[src/rtl/mod_exp_ctrl.sv]
// mod_exp_ctrl: MSB-first square-and-multiply sequencer driving one mon_prod (OPXX/OPXM/OPX1).
// Optional per-op timeout enabled by defining MP_TIMEOUT_EN.
module mod_exp_ctrl #(
  parameter int BITLEN  = 256,
  parameter int EBITS   = 256,
  parameter int OPCNT_W = 16,
  parameter int TIMEOUT = 4096
) (
  input  logic               clk,
  input  logic               rst,
  input  logic               start,
  input  logic [EBITS-1:0]   E,
  input  logic [BITLEN-1:0]  M_in,
  input  logic [9:0]         count_in,
  output logic               busy,
  output logic               done,
  output logic               err,
  output logic [OPCNT_W-1:0] op_cnt,
  output logic               mp_start,
  output logic [1:0]         mp_op_code,
  output logic [BITLEN-1:0]  mp_M,
  output logic [9:0]         mp_count,
  input  logic               mp_stop
);

  localparam int IW = (EBITS > 1) ? $clog2(EBITS) : 1;
  localparam logic [1:0] OPXX = 2'd0;
  localparam logic [1:0] OPXM = 2'd1;
  localparam logic [1:0] OPX1 = 2'd2;

  typedef enum logic [3:0] {
    S_IDLE, S_SCAN, S_SQ_ISSUE, S_SQ_WAIT, S_MUL_ISSUE, S_MUL_WAIT,
    S_NEXT, S_FIN_ISSUE, S_FIN_WAIT, S_DONE
  } state_t;

  state_t              r_state;
  state_t              w_next;
  logic [EBITS-1:0]    r_e;
  logic [IW-1:0]       r_idx;
  logic [BITLEN-1:0]   r_m;
  logic [9:0]          r_count;
  logic [OPCNT_W-1:0]  r_op_cnt;
  logic                r_stop_q;

  logic w_accept;
  logic w_cmpl;
  logic w_bit;
  logic w_idx_zero;
  logic w_issue;
  logic w_wait;
  logic w_tmo_hit;

  // Only a fresh rising edge of stop counts; a level left over from the previous op does not.
  assign w_cmpl     = mp_stop & ~r_stop_q;
  assign w_accept   = (r_state == S_IDLE) && start;
  assign w_bit      = r_e[r_idx];
  assign w_idx_zero = (r_idx == '0);
  assign w_issue    = (r_state == S_SQ_ISSUE) || (r_state == S_MUL_ISSUE) ||
                      (r_state == S_FIN_ISSUE);
  assign w_wait     = (r_state == S_SQ_WAIT) || (r_state == S_MUL_WAIT) ||
                      (r_state == S_FIN_WAIT);

`ifdef MP_TIMEOUT_EN
  localparam int TMO_W = $clog2(TIMEOUT + 1);
  logic [TMO_W-1:0] r_tmo;
  logic             r_err;

  // r_tmo = cycles elapsed since mp_start, the issue cycle being the first.
  assign w_tmo_hit = (r_tmo == TMO_W'(TIMEOUT - 1));
  assign err       = r_err;

  always_ff @(posedge clk or posedge rst) begin
    if (rst) begin
      r_tmo <= '0;
      r_err <= 1'b0;
    end else begin
      if (w_issue)
        r_tmo <= TMO_W'(1);
      else if (w_wait && (r_tmo != '1))
        r_tmo <= r_tmo + 1'b1;
      if (w_accept)
        r_err <= 1'b0;
      else if (w_wait && !w_cmpl && w_tmo_hit)
        r_err <= 1'b1;
    end
  end
`else
  assign w_tmo_hit = 1'b0;
  assign err       = 1'b0;
`endif

  always_ff @(posedge clk or posedge rst) begin
    if (rst) r_state <= S_IDLE;
    else     r_state <= w_next;
  end

  always_comb begin
    w_next = r_state;
    case (r_state)
      S_IDLE:      if (start) w_next = S_SCAN;
      S_SCAN: begin
        if (w_bit)           w_next = S_SQ_ISSUE;
        else if (w_idx_zero) w_next = S_FIN_ISSUE;
      end
      S_SQ_ISSUE:  w_next = S_SQ_WAIT;
      S_SQ_WAIT: begin
        if (w_cmpl)         w_next = w_bit ? S_MUL_ISSUE : S_NEXT;
        else if (w_tmo_hit) w_next = S_DONE;
      end
      S_MUL_ISSUE: w_next = S_MUL_WAIT;
      S_MUL_WAIT: begin
        if (w_cmpl)         w_next = S_NEXT;
        else if (w_tmo_hit) w_next = S_DONE;
      end
      S_NEXT:      w_next = w_idx_zero ? S_FIN_ISSUE : S_SQ_ISSUE;
      S_FIN_ISSUE: w_next = S_FIN_WAIT;
      S_FIN_WAIT:  if (w_cmpl || w_tmo_hit) w_next = S_DONE;
      S_DONE:      w_next = S_IDLE;
      default:     w_next = S_IDLE;
    endcase
  end

  always_comb begin
    busy       = (r_state != S_IDLE) && (r_state != S_DONE);
    done       = (r_state == S_DONE);
    mp_start   = w_issue;
    mp_op_code = OPXX;
    case (r_state)
      S_MUL_ISSUE, S_MUL_WAIT: mp_op_code = OPXM;
      S_FIN_ISSUE, S_FIN_WAIT: mp_op_code = OPX1;
      default:                 mp_op_code = OPXX;
    endcase
  end

  always_ff @(posedge clk or posedge rst) begin
    if (rst) begin
      r_e      <= '0;
      r_idx    <= '0;
      r_m      <= '0;
      r_count  <= '0;
      r_op_cnt <= '0;
      r_stop_q <= 1'b0;
    end else begin
      r_stop_q <= mp_stop;
      if (w_accept) begin
        r_e      <= E;
        r_m      <= M_in;
        r_count  <= count_in;
        r_op_cnt <= '0;
        r_idx    <= IW'(EBITS - 1);
      end else begin
        if ((r_state == S_SCAN) && !w_bit && !w_idx_zero)
          r_idx <= r_idx - 1'b1;
        if ((r_state == S_NEXT) && !w_idx_zero)
          r_idx <= r_idx - 1'b1;
        if (w_issue && (r_op_cnt != '1))
          r_op_cnt <= r_op_cnt + 1'b1;
      end
    end
  end

  assign op_cnt   = r_op_cnt;
  assign mp_M     = r_m;
  assign mp_count = r_count;

endmodule

[config.mk]
export PLATFORM = sky130hd
export DESIGN_NAME = mod_exp_ctrl
export DESIGN_NICKNAME = d
export VERILOG_FILES = /design/src/rtl/mod_exp_ctrl.sv
export SDC_FILE = /design/constraint.sdc
export NUM_CORES = 1
export LEC_CHECK = 0
export CORE_AREA = 3 3 318 320
export DETAILED_ROUTE_END_ITERATION = 12
export DIE_AREA = 0 0 321 323
export SYNTH_ARGS = -nofsm -noshare
export SYNTH_HDL_FRONTEND = slang
export SYNTH_SLANG_ARGS = --single-unit
export TNS_END_PERCENT = 100
[constraint.sdc]
create_clock -name clk -period 56.8 [get_ports clk]
set_clock_uncertainty 0.2 [all_clocks]
set_input_delay 8.52 -clock clk [delete_from_list [all_inputs] [get_ports clk]]
set_output_delay 8.52 -clock clk [all_outputs]
set_load 0.02 [all_outputs]
==> impl_metrics.prom, run 1 <==
# TYPE chip_impl_metric gauge
chip_impl_info{name="cts_tree",value="yes"} 1
chip_impl_metric{name="fmax",unit="GHz"} 0.0799
chip_impl_metric{name="leakage",unit="nW"} 16.8
chip_impl_info{name="crit_type",value="in -> reg"} 1
chip_impl_metric{name="buffer_ports.inserted",unit=""} 812
chip_impl_info{name="grt_setup_unrepaired",value="false"} 1
chip_impl_metric{name="timing.max_cap.violations",unit=""} 0
chip_impl_info{name="critPathSlowestCell",value="sky130_fd_sc_hd__buf_4"} 1
chip_impl_metric{name="cp_data_arrival_time",unit="ps"} 12840
chip_impl_metric{name="netlist-cell-type-count",unit=""} 64
chip_impl_metric{name="ys_ff_latch",unit=""} 551
chip_impl_metric{name="die_height",unit="um"} 323
chip_impl_metric{name="drc_errors",unit=""} 0
chip_impl_info{name="timing.critical_path.mode_cell",value="sky130_fd_sc_hd__buf_4"} 1
chip_impl_metric{name="postSynthAreaPerCell",unit="um2"} 8.96
chip_impl_metric{name="cts_setup_buffers",unit=""} 0
chip_impl_metric{name="dp.final_hpwl",unit="um"} 65300
chip_impl_metric{name="cts_htree_levels",unit=""} 3
chip_impl_metric{name="final.setup.tns",unit="ps"} 0
chip_impl_metric{name="clkTransAtPathRegs",unit="ps"} 60
chip_impl_metric{name="vdd_drop_max",unit="mV"} 0.0273
chip_impl_metric{name="worst_hold_slack",unit="ps"} 268
chip_impl_metric{name="grt_ovf",unit=""} 0
chip_impl_metric{name="synthesis.nets",unit=""} 3141
chip_impl_info{name="worstPathCellList",value="clkdlybuf4s50_1 -> nand3_4 -> buf_4 -> buf_4 -> buf_4 -> buf_4 -> nand2_1 -> nand2_1"} 1
chip_impl_metric{name="final-seq-area",unit="um2"} 13800
chip_impl_metric{name="slew_headroom",unit="%"} 22.5
chip_impl_metric{name="setup_viol_count_final",unit=""} 0
chip_impl_metric{name="finalInstanceArea",unit="um2"} 35100
chip_impl_metric{name="power.total",unit="mW"} 1.90
chip_impl_metric{name="synth_area",unit="um2"} 23400
chip_impl_info{name="synthTopCellsByArea",value="sky130_fd_sc_hd__dfrtp_1 59%, sky130_fd_sc_hd__nand2_1 26%, sky130_fd_sc_hd__mux4_2 4.9%"} 1
chip_impl_metric{name="clk-insertion-delay-late",unit="ps"} 620
chip_impl_metric{name="num_io_pins",unit=""} 814
chip_impl_info{name="outcome",value="completed"} 1
chip_impl_metric{name="layout.cells.non_filler",unit=""} 4716
chip_impl_metric{name="crit_fanout",unit=""} 94
chip_impl_metric{name="antenna_violating_nets_post_route",unit=""} 0
chip_impl_metric{name="synth.top_cell.area_share",unit="%"} 58.9
chip_impl_metric{name="totalWireLength",unit="um"} 89600
chip_impl_metric{name="cp_bufs_invs",unit=""} 5
chip_impl_metric{name="p_r_area_growth_vs_syn",unit="%"} 49.8
chip_impl_metric{name="dieWidth",unit="um"} 321
chip_impl_metric{name="synth.yosys.seq_area_share",unit="%"} 58.9
chip_impl_metric{name="synth_cells",unit=""} 2613
chip_impl_metric{name="final.min_clock_period",unit="ps"} 12510
chip_impl_metric{name="slew_at_the_pin_with_the_worst_max_slew_slack",unit="ps"} 1160
chip_impl_metric{name="first_global_vias",unit=""} 20600
chip_impl_info{name="synth_most_common_cell",value="sky130_fd_sc_hd__nand2_1"} 1
chip_impl_metric{name="first_iter_violations",unit=""} 1537
chip_impl_metric{name="ys_warn_count",unit=""} 0
chip_impl_metric{name="die_footprint",unit="um2"} 104000
chip_impl_metric{name="synth-edff-count",unit=""} 0
chip_impl_metric{name="antenna_found_initial",unit=""} 26
chip_impl_metric{name="grt_pass1_wl",unit="um"} 131000
chip_impl_metric{name="synthArstFlopShare",unit="%"} 100
chip_impl_info{name="synth_flop_cell",value="sky130_fd_sc_hd__dfrtp_1"} 1
chip_impl_metric{name="avgRoutedWirePerCell",unit="um"} 19.0
chip_impl_metric{name="drive_gt1_share",unit="%"} 5.71
chip_impl_metric{name="multi_input_comb_area",unit="um2"} 8960
chip_impl_info{name="startpoint_type",value="primary input"} 1
chip_impl_metric{name="design.final.nets",unit=""} 3893
chip_impl_metric{name="post-place-cells",unit=""} 4581
chip_impl_info{name="worstSetupEndpointType",value="flop"} 1
chip_impl_metric{name="grt_start_max_net_pins",unit=""} 114
chip_impl_metric{name="start_util",unit="%"} 23.8
chip_impl_metric{name="drt_pre_antenna_iters",unit=""} 5
chip_impl_info{name="type_of_the_worst_min_delay_path",value="reg -> reg"} 1
chip_impl_metric{name="critPathMaxStageDelay",unit="ps"} 910
chip_impl_metric{name="post-route-period-util",unit="%"} 22.0
chip_impl_info{name="cts_root_buf",value="sky130_fd_sc_hd__clkbuf_16"} 1
chip_impl_info{name="yosys-top-cells-count",value="1596 x sky130_fd_sc_hd__nand2_1, 551 x sky130_fd_sc_hd__dfrtp_1, 126 x sky130_fd_sc_hd__clkbuf_1"} 1
chip_impl_metric{name="cts.hold.buffers_added",unit=""} 0
chip_impl_metric{name="count_of_vias_placed_by_the_detailed_router",unit=""} 20300
chip_impl_metric{name="tritoncts.num_buffers",unit=""} 69
chip_impl_metric{name="number_of_cells_upsized_or_downsized_after_cts",unit=""} 0
chip_impl_metric{name="timing_hold_violations_final",unit=""} 0
chip_impl_metric{name="core-area",unit="um2"} 98400
chip_impl_metric{name="place.gp.congestion",unit=""} 0.829
chip_impl_metric{name="post_drt_via_cell_ratio",unit=""} 4.30
chip_impl_metric{name="clockBufferDepth",unit=""} 3
chip_impl_metric{name="clock_sink_count",unit=""} 551
chip_impl_metric{name="worst_ep_required_time",unit="ps"} 57130
chip_impl_info{name="synth_largest_area_cell",value="sky130_fd_sc_hd__dfrtp_1"} 1
chip_impl_metric{name="grtUsageTotal",unit="%"} 16.7
chip_impl_metric{name="p_per_area",unit="nW/um2"} 54.3
chip_impl_metric{name="fillers",unit=""} 10100
chip_impl_metric{name="placed_inst_area",unit="um2"} 32700
chip_impl_metric{name="slew_violations",unit=""} 0
chip_impl_info{name="worst_path_dominant_cell_family",value="buffers and inverters"} 1
chip_impl_metric{name="core.rowCount",unit=""} 115
-- placed cells by master, fill, tap and decap left out, types with 4 or more instances in the layout --
cell                              instances
sky130_fd_sc_hd__xor2_1                  12
sky130_fd_sc_hd__a21oi_1                 12
sky130_fd_sc_hd__nor3_1                   8
sky130_fd_sc_hd__a31oi_1                  5
sky130_fd_sc_hd__clkbuf_16               73
sky130_fd_sc_hd__nand2b_1                 7
sky130_fd_sc_hd__and3_1                   4
sky130_fd_sc_hd__mux4_2                  51
sky130_fd_sc_hd__nand4_1                  5
sky130_fd_sc_hd__nand2_1               1596
sky130_fd_sc_hd__o21ai_0                  6
sky130_fd_sc_hd__mux2i_1                 39
sky130_fd_sc_hd__clkbuf_8                14
sky130_fd_sc_hd__diode_2                 13
sky130_fd_sc_hd__nor2_1                  41
sky130_fd_sc_hd__buf_4                   22
sky130_fd_sc_hd__dfrtp_1                548
sky130_fd_sc_hd__clkbuf_1                19
sky130_fd_sc_hd__xnor2_1                  5
sky130_fd_sc_hd__a22oi_1                 10
sky130_fd_sc_hd__bufinv_16                4
sky130_fd_sc_hd__clkdlybuf4s50_1        812
sky130_fd_sc_hd__inv_1                    6
sky130_fd_sc_hd__and2_1                   6
sky130_fd_sc_hd__a311oi_1                 4
sky130_fd_sc_hd__mux2_2                   8
sky130_fd_sc_hd__nor2b_1                 13
sky130_fd_sc_hd__nand3_1                 18
-- layout make-up --
class | instances | area share, %
Timing Repair Buffer | 834 | 23.7
Clock inverter | 16 | 0.642
Clock buffer | 106 | 5.96
Multi-Input combinational cell | 1900 | 25.6
Antenna cell | 13 | 0.0928
Tap cell | 1287 | 4.59
Inverter | 9 | 0.118
Sequential cell | 551 | 39.4
-- through the flow --
stage / utilization (%) / worst slack [ps]
global route: 35.6 / 43650
CTS: 35.6 / 44170
global placement: 33.2 / 43540
finish: 35.6 / 44290
floorplan: - / 32670
detailed placement: 33.2 / 43500
-- layer usage --
metal	up-vias	track usage (%)	part of all wire, %
met4	18	5.87	2.7
li1	9714	-	-
met2	696	27.2	49
met3	158	5.44	8.0
met1	9707	20.8	40
met5	-	0	0.14
-- registers in the layout, summed over array words and instances (netlist names) --
name / count
r_state: 4
r_e: 256
mp_M: 256
r_stop_q: 1
op_cnt: 16
mp_count: 10
r_idx: 8
-- path summary, 6_finish.rpt --
kind                       slack, ps  startpoint       end  depth (start not counted)
max in group asynchronous      44300         rst  r_e[155]                          6
min in group asynchronous       8210         rst  mp_M[57]                          2
max                            44290       start  mp_M[43]                          8
min                              270    r_e[135]  r_e[135]                          2
max reg2reg                    51780  r_state[1]  mp_M[43]                          8
min reg2reg                      270    r_e[135]  r_e[135]                          2
-- worst min-delay path: cells and delay by family, from the launching register on --
family | cells | cell delay (ps)
flops | 1 | 330
simple gates | 2 | 100
-- cell families after synthesis --
| family | share of synthesized area [%] |
|---|---|
| and+or+nand+nor | 28.3 |
| muxes | 6.96 |
| AOI/OAI and AO/OA | 2.19 |
| adders and majority gates | 0.107 |
| other | 0.0160 |
| DFF | 58.9 |
| buffers and inverters | 2.88 |
| xor gates and xnor gates | 0.636 |
-- report_power, final --
part	internal [mW]	leakage, nW	total (mW)	switching, mW
combinational	0.347	8.77	0.762	0.416
clock	0.272	1.12	0.450	0.178
sequential	0.567	6.93	0.692	0.125
total	1.19	16.8	1.90	0.718
(Power assumes the default switching activity.)
==> run 2: changes to the inputs <==
Clock period 56.8 ns to 11.03 ns, I/O delays scaled along.
==> run 2 against run 1 <==
Worst setup slack worse by 38000 ps. Total power grew to 5.1 times the previous value. Non-clock buffer count is 5 lower. Final area is 0.23% lower. Sequential cell count stayed put.
==> impl_metrics.prom, run 2 (synthesis results as in run 1) <==
# TYPE chip_impl_metric gauge
chip_impl_metric{name="slew_at_the_pin_with_the_worst_max_slew_slack",unit="ps"} 1180
chip_impl_metric{name="final.min_clock_period",unit="ps"} 5060
chip_impl_metric{name="grtUsageTotal",unit="%"} 16.5
chip_impl_metric{name="number_of_cells_upsized_or_downsized_after_cts",unit=""} 0
chip_impl_metric{name="min_delay_path_depth",unit=""} 2
chip_impl_metric{name="clockBufferDepth",unit=""} 3
chip_impl_info{name="critPathSlowestCell",value="sky130_fd_sc_hd__dfrtp_4"} 1
chip_impl_metric{name="num_io_pins",unit=""} 814
chip_impl_metric{name="timing_hold_violations_final",unit=""} 0
chip_impl_metric{name="totalWireLength",unit="um"} 89500
chip_impl_metric{name="antenna_found_initial",unit=""} 19
chip_impl_info{name="r2r-start",value="r_idx[0]"} 1
chip_impl_metric{name="clkTransAtPathRegs",unit="ps"} 60
chip_impl_metric{name="dp.final_hpwl",unit="um"} 64700
chip_impl_metric{name="antenna_violating_nets_post_route",unit=""} 0
chip_impl_metric{name="clk-insertion-delay-late",unit="ps"} 610
chip_impl_metric{name="worst_ep_required_time",unit="ps"} 11310
chip_impl_metric{name="design.final.nets",unit=""} 3887
chip_impl_metric{name="slew_headroom",unit="%"} 21.0
chip_impl_metric{name="core.rowCount",unit=""} 115
chip_impl_metric{name="cts_htree_levels",unit=""} 3
chip_impl_metric{name="core-area",unit="um2"} 98400
chip_impl_info{name="timing.hold.worst.start",value="r_e[239]"} 1
chip_impl_metric{name="p_per_area",unit="nW/um2"} 278
chip_impl_info{name="crit-reg2reg-capture",value="r_idx[4]"} 1
chip_impl_metric{name="clock_sink_count",unit=""} 551
chip_impl_metric{name="final.setup.tns",unit="ps"} 0
chip_impl_metric{name="count_of_vias_placed_by_the_detailed_router",unit=""} 20200
chip_impl_metric{name="fmax",unit="GHz"} 0.198
chip_impl_metric{name="cp_bufs_invs",unit=""} 1
chip_impl_metric{name="placed_inst_area",unit="um2"} 32800
chip_impl_metric{name="grt_ovf",unit=""} 0
chip_impl_metric{name="setup_viol_count_final",unit=""} 0
chip_impl_metric{name="start_util",unit="%"} 23.8
chip_impl_info{name="cts_tree",value="yes"} 1
chip_impl_info{name="timing.hold.worst_endpoint",value="r_e[239]"} 1
chip_impl_metric{name="r2r.worst_path.cells",unit=""} 9
chip_impl_metric{name="place.gp.congestion",unit=""} 0.797
chip_impl_metric{name="critPathMaxStageDelay",unit="ps"} 740
chip_impl_metric{name="drive_gt1_share",unit="%"} 5.52
chip_impl_info{name="grt_setup_unrepaired",value="false"} 1
chip_impl_metric{name="drt_pre_antenna_iters",unit=""} 5
chip_impl_metric{name="leakage",unit="nW"} 16.8
chip_impl_info{name="cts_root_buf",value="sky130_fd_sc_hd__clkbuf_16"} 1
chip_impl_metric{name="first_global_vias",unit=""} 20500
chip_impl_info{name="crit_type",value="reg -> reg"} 1
chip_impl_metric{name="buffer_ports.inserted",unit=""} 812
chip_impl_info{name="commonest_cells_after_routing_fill_and_taps_aside",value="1596 x sky130_fd_sc_hd__nand2_1, 812 x sky130_fd_sc_hd__clkdlybuf4s50_1, 548 x sky130_fd_sc_hd__dfrtp_1"} 1
chip_impl_metric{name="crit_fanout",unit=""} 37
chip_impl_metric{name="dieWidth",unit="um"} 321
chip_impl_metric{name="cts.hold.buffers_added",unit=""} 0
chip_impl_metric{name="vdd_drop_max",unit="mV"} 0.135
chip_impl_metric{name="die_footprint",unit="um2"} 104000
chip_impl_info{name="worst_path_dominant_cell_family",value="compound AO/OA/AOI/OAI gates"} 1
chip_impl_metric{name="r2r_setup_slack",unit="ps"} 5970
chip_impl_metric{name="slew_violations",unit=""} 0
chip_impl_info{name="commonest_non_fill_non_tap_cell_in_the_layout",value="sky130_fd_sc_hd__nand2_1"} 1
chip_impl_metric{name="p_r_area_growth_vs_syn",unit="%"} 49.4
chip_impl_metric{name="tritoncts.num_buffers",unit=""} 68
chip_impl_metric{name="cp_data_arrival_time",unit="ps"} 5340
chip_impl_info{name="startpoint_type",value="flop"} 1
chip_impl_info{name="outcome",value="completed"} 1
chip_impl_metric{name="drc_errors",unit=""} 0
chip_impl_metric{name="post_drt_via_cell_ratio",unit=""} 4.30
chip_impl_metric{name="post-route-period-util",unit="%"} 45.9
chip_impl_info{name="worstPathCellList",value="buf_4 -> mux4_2 -> nor2b_1 -> a2111oi_0 -> a2111oi_0 -> a311oi_2 -> o32ai_1 -> or4_1 -> mux2i_1"} 1
chip_impl_metric{name="timing.max_cap.violations",unit=""} 0
chip_impl_info{name="worstSetupEndpointType",value="flop"} 1
chip_impl_info{name="type_of_the_worst_min_delay_path",value="reg -> reg"} 1
chip_impl_info{name="timing.critical_path.mode_cell",value="sky130_fd_sc_hd__a2111oi_0"} 1
chip_impl_metric{name="grt_start_max_net_pins",unit=""} 204
chip_impl_metric{name="power.total",unit="mW"} 9.72
chip_impl_metric{name="first_iter_violations",unit=""} 1489
chip_impl_metric{name="avgRoutedWirePerCell",unit="um"} 19.0
chip_impl_metric{name="finalInstanceArea",unit="um2"} 35000
chip_impl_metric{name="grt_pass1_wl",unit="um"} 130000
chip_impl_metric{name="cts_setup_buffers",unit=""} 0
chip_impl_metric{name="die_height",unit="um"} 323
==> run 2: report_power, final <==
group          internal [mW]  total [mW]  switching (mW)
Sequential              2.92        3.57           0.650
Clock                   1.34        2.23           0.891
Combinational           1.79        3.92            2.13
==> run 2: routing by layer <==
metal  vias to the layer above  routed length [um]  global-route usage (%)
li1                       9698                   -                       -
met1                      9709               36900                    20.9
met2                       676               43400                    27.1
met3                       139                6390                    4.64
met4                         6                2750                    5.83
met5                         -                  47                       0
==> run 2: layout make-up <==
cell class              instances  area, um2
diodes                         13       32.5
fillers                     10100      63400
clock inverters                19        211
well taps                    1287       1610
multi-input cells            1900       8960
repair buffers                829       8340
clock buffers                  96       1980
flip-flops and latches        551      13800
inverters                       9       37.5
==> run 2: how the worst max path moves through the flow <==
stage / startpoint / endpoint / slack, ps / cells past startpoint
after floorplan: rst / mp_M[0] / 1680 / 1
after global placement: start / mp_M[100] / 5980 / 6
after detailed placement: start / mp_M[139] / 5950 / 6
after CTS: r_idx[0] / r_idx[4] / 6000 / 9
after global routing: r_idx[0] / r_idx[4] / 5730 / 9
final: r_idx[0] / r_idx[4] / 5970 / 9
==> run 2: through the flow <==
stage | util, % | std cells | hold slack [ps] | setup slack (ps)
floorplan | - | 2613 | 240 | 1680
global placement | 33.3 | 4576 | 253 | 5980
detailed placement | 33.3 | 4576 | 257 | 5950
CTS | 35.5 | 4691 | 271 | 6000
global route | 35.5 | 4699 | 285 | 5730
finish | 35.5 | 4704 | 268 | 5970
==> run 2: worst reg2reg max path: cells and delay by family (launching register included) <==
kind	cells	cell delay, ps
AO/OA/AOI/OAI	4	1750
buffers and inverters	1	710
flip-flops	1	740
multiplexers	2	830
AND/OR/NAND/NOR	2	690
==> patch (flow settings as in run 1) <==
Register the output `mp_count` once more, with the module's reset; this adds one clock of latency there. The other outputs are not delayed to match.
--- a/src/rtl/mod_exp_ctrl.sv
+++ b/src/rtl/mod_exp_ctrl.sv
@@ -161,7 +161,13 @@
 
   assign op_cnt   = r_op_cnt;
   assign mp_M     = r_m;
-  assign mp_count = r_count;
+  always_ff @(posedge clk or posedge rst) begin
+    if (rst) begin
+      mp_count <= '0;
+    end else begin
+      mp_count <= r_count;
+    end
+  end
 
 endmodule
 
Check against the original RTL: not equivalent (a bounded check fails within 4 cycles, from zero or initial values and one cycle with rst high).
==> patch against run 1 <==
- count of clock-buffer cells in the layout fell by 8
- final area rose by 0.48%
- final cell count fell by 0.11%
- synthesized area up 0.27%
- sequential cell count is 10 higher
- setup slack got worse by 0.029 ns
- routed wire length fell by 3.3%
- critical path depth decreased by 1
- sequential share of layout area is 0.52 points higher
- power rose by 3.7%
- largest power group unchanged
==> patch: results (changes against run 1) <==
Placed design
  – GPL Wtd Cong: 0.829 (about the same)
  – Post-DP HPWL: 62300 microns (-4.5%)

Global route
  – Largest net degree at the start of global routing: 227 (+99%)
  – Met2 Usage GRT: 0.267 (-0.00474)
  – Met1 Use GR: 0.199 (-0.00884)
  – Vias in the first global route: 20627 (+0.35%)
  – First-pass GRT wire length: 128000 microns (-2.8%)
  – Initial antenna violation count: 13 (-50%)
  – M3 GR Usage: 0.0498 (-0.00463)
  – Tot GR Track Use: 0.161 (-0.00580)

Power and ir drop
  – Reg power frac: 0.350 (-0.013)
  – Clock Power: 0.000467 W (+4%)
  – VDD IR max: 32.1 uV (+17%)
  – LEAKAGE: 17.0 nW (+0.96%)
  – Int Power: 0.00122 W (+2.9%)

Timing
  – Final worst slack: 44.26 ns (-0.0286 ns)
  – Worst slew margin: 0.221 (-0.00342)

Drt
  – Routed wire length: 86600 microns (-3.3%)
  – Met3 WL: 6420 microns (-10%)
  – Highest routed metal layer: met5
  – DR WL met2: 42300 microns (-3.1%)
  – Pre-antenna DRT Iters: 7 (+2)
  – Initial drt markers: 1708 (+11%)
  – Routed metal-1 wire length: 35200 microns (-2.9%)
  – Via-to-Cell Ratio: 4.30 (about the same)

Yosys
  – Synth unique cells: 58 (-9.4%)
  – Synth top area cells: dfrtp_1 (60%), nand2_1 (25%), mux4_2 (4.1%), clkbuf_1 (1.9%), mux2i_1 (1.8%)
  – Commonest cells in the netlist: nand2_1 (1594), dfrtp_1 (561), clkbuf_1 (119)
  – Post-synth net total: 3141 (unchanged)
  – Share of the yosys chip area belonging to registers: 0.598 (+0.00906)

Outcome
  – Status: finished, final reports clean

Worst setup path
  – Worst Setup EP: mp_M[30]
  – Crit-path max FO: 97 (+3.2%)
  – Reg2Reg Depth: 7 (-1)
  – Arrival time worst endpoint: 12.88 ns (+0.04 ns)
  – Worst reg2reg setup slack: 51.89 ns (+0.11 ns)

Final layout
  – Share of cells above drive strength 1: 0.0562 (-0.000928)
  – Filler cell count: 9999 (-0.70%)

Worst hold path
  – Worst Hold End: mp_count[7]
  – Hold depth: 0 (-2)
  – Hold Crit Start: r_count[7]

Clocking
  – CTS buffer count: 68 (-1.4%)
patch: changes by cell type after synthesis, moves of 5 or more:
cell / run 1 / this run
clkbuf_1: 126 / 119
mux4_2: 51 / 43
dfrtp_1: 551 / 561
a211oi_1: 2 / 8
o21ai_0: 6 / 11
nor4_1: 0 / 5
patch: cell type report:
type / instances / area (sq um) / share of cell area
diodes: 5 / 12.5 / 0.000355
clock buffers: 98 / 2060 / 0.0584
clock inverters: 26 / 372 / 0.0105
inverters: 9 / 41.3 / 0.00117
multi-input cells: 1894 / 8790 / 0.250
flip-flops and latches: 561 / 14000 / 0.399
well taps: 1287 / 1610 / 0.0457
repair buffers: 831 / 8300 / 0.235
patch: kinds of logic (layout without fill, tap and decap cells):
| family | Yosys count | in the layout | share of synthesized area |
|---|---|---|---|
| AOI/OAI and AO/OA | 80 | 80 | 0.0251 |
| xor gates and xnor gates | 17 | 17 | 0.00634 |
| adders and majority gates | 2 | 2 | 0.00107 |
| buffers and inverters | 158 | 964 | 0.0283 |
| DFF | 561 | 561 | 0.598 |
| muxes | 92 | 92 | 0.0625 |
| other | 1 | 6 | 0.000160 |
| and+or+nand+nor | 1702 | 1702 | 0.279 |
patch: critical path, stage by stage:
cell and delay [ns]:
clkdlybuf4s50_1 0.57, and3_4 0.89, buf_4 0.82, buf_4 0.82, buf_4 0.75, nand2_1 0.13
nand2_1 0.09
patch: stage by stage:
stage	std cells	hold WS (ns)	util	total power, W	area [sq um]
2_1_floorplan	2613	0.154	-	0.00114	23500
3_3_place_gp	4582	0.157	0.333	0.00151	32800
3_5_place_dp	4582	0.160	0.333	0.00152	32800
6_report	4711	0.172	0.358	0.00197	35200
5_1_grt	4709	0.178	0.358	0.00211	35200
4_1_cts	4706	0.174	0.358	0.00200	35200
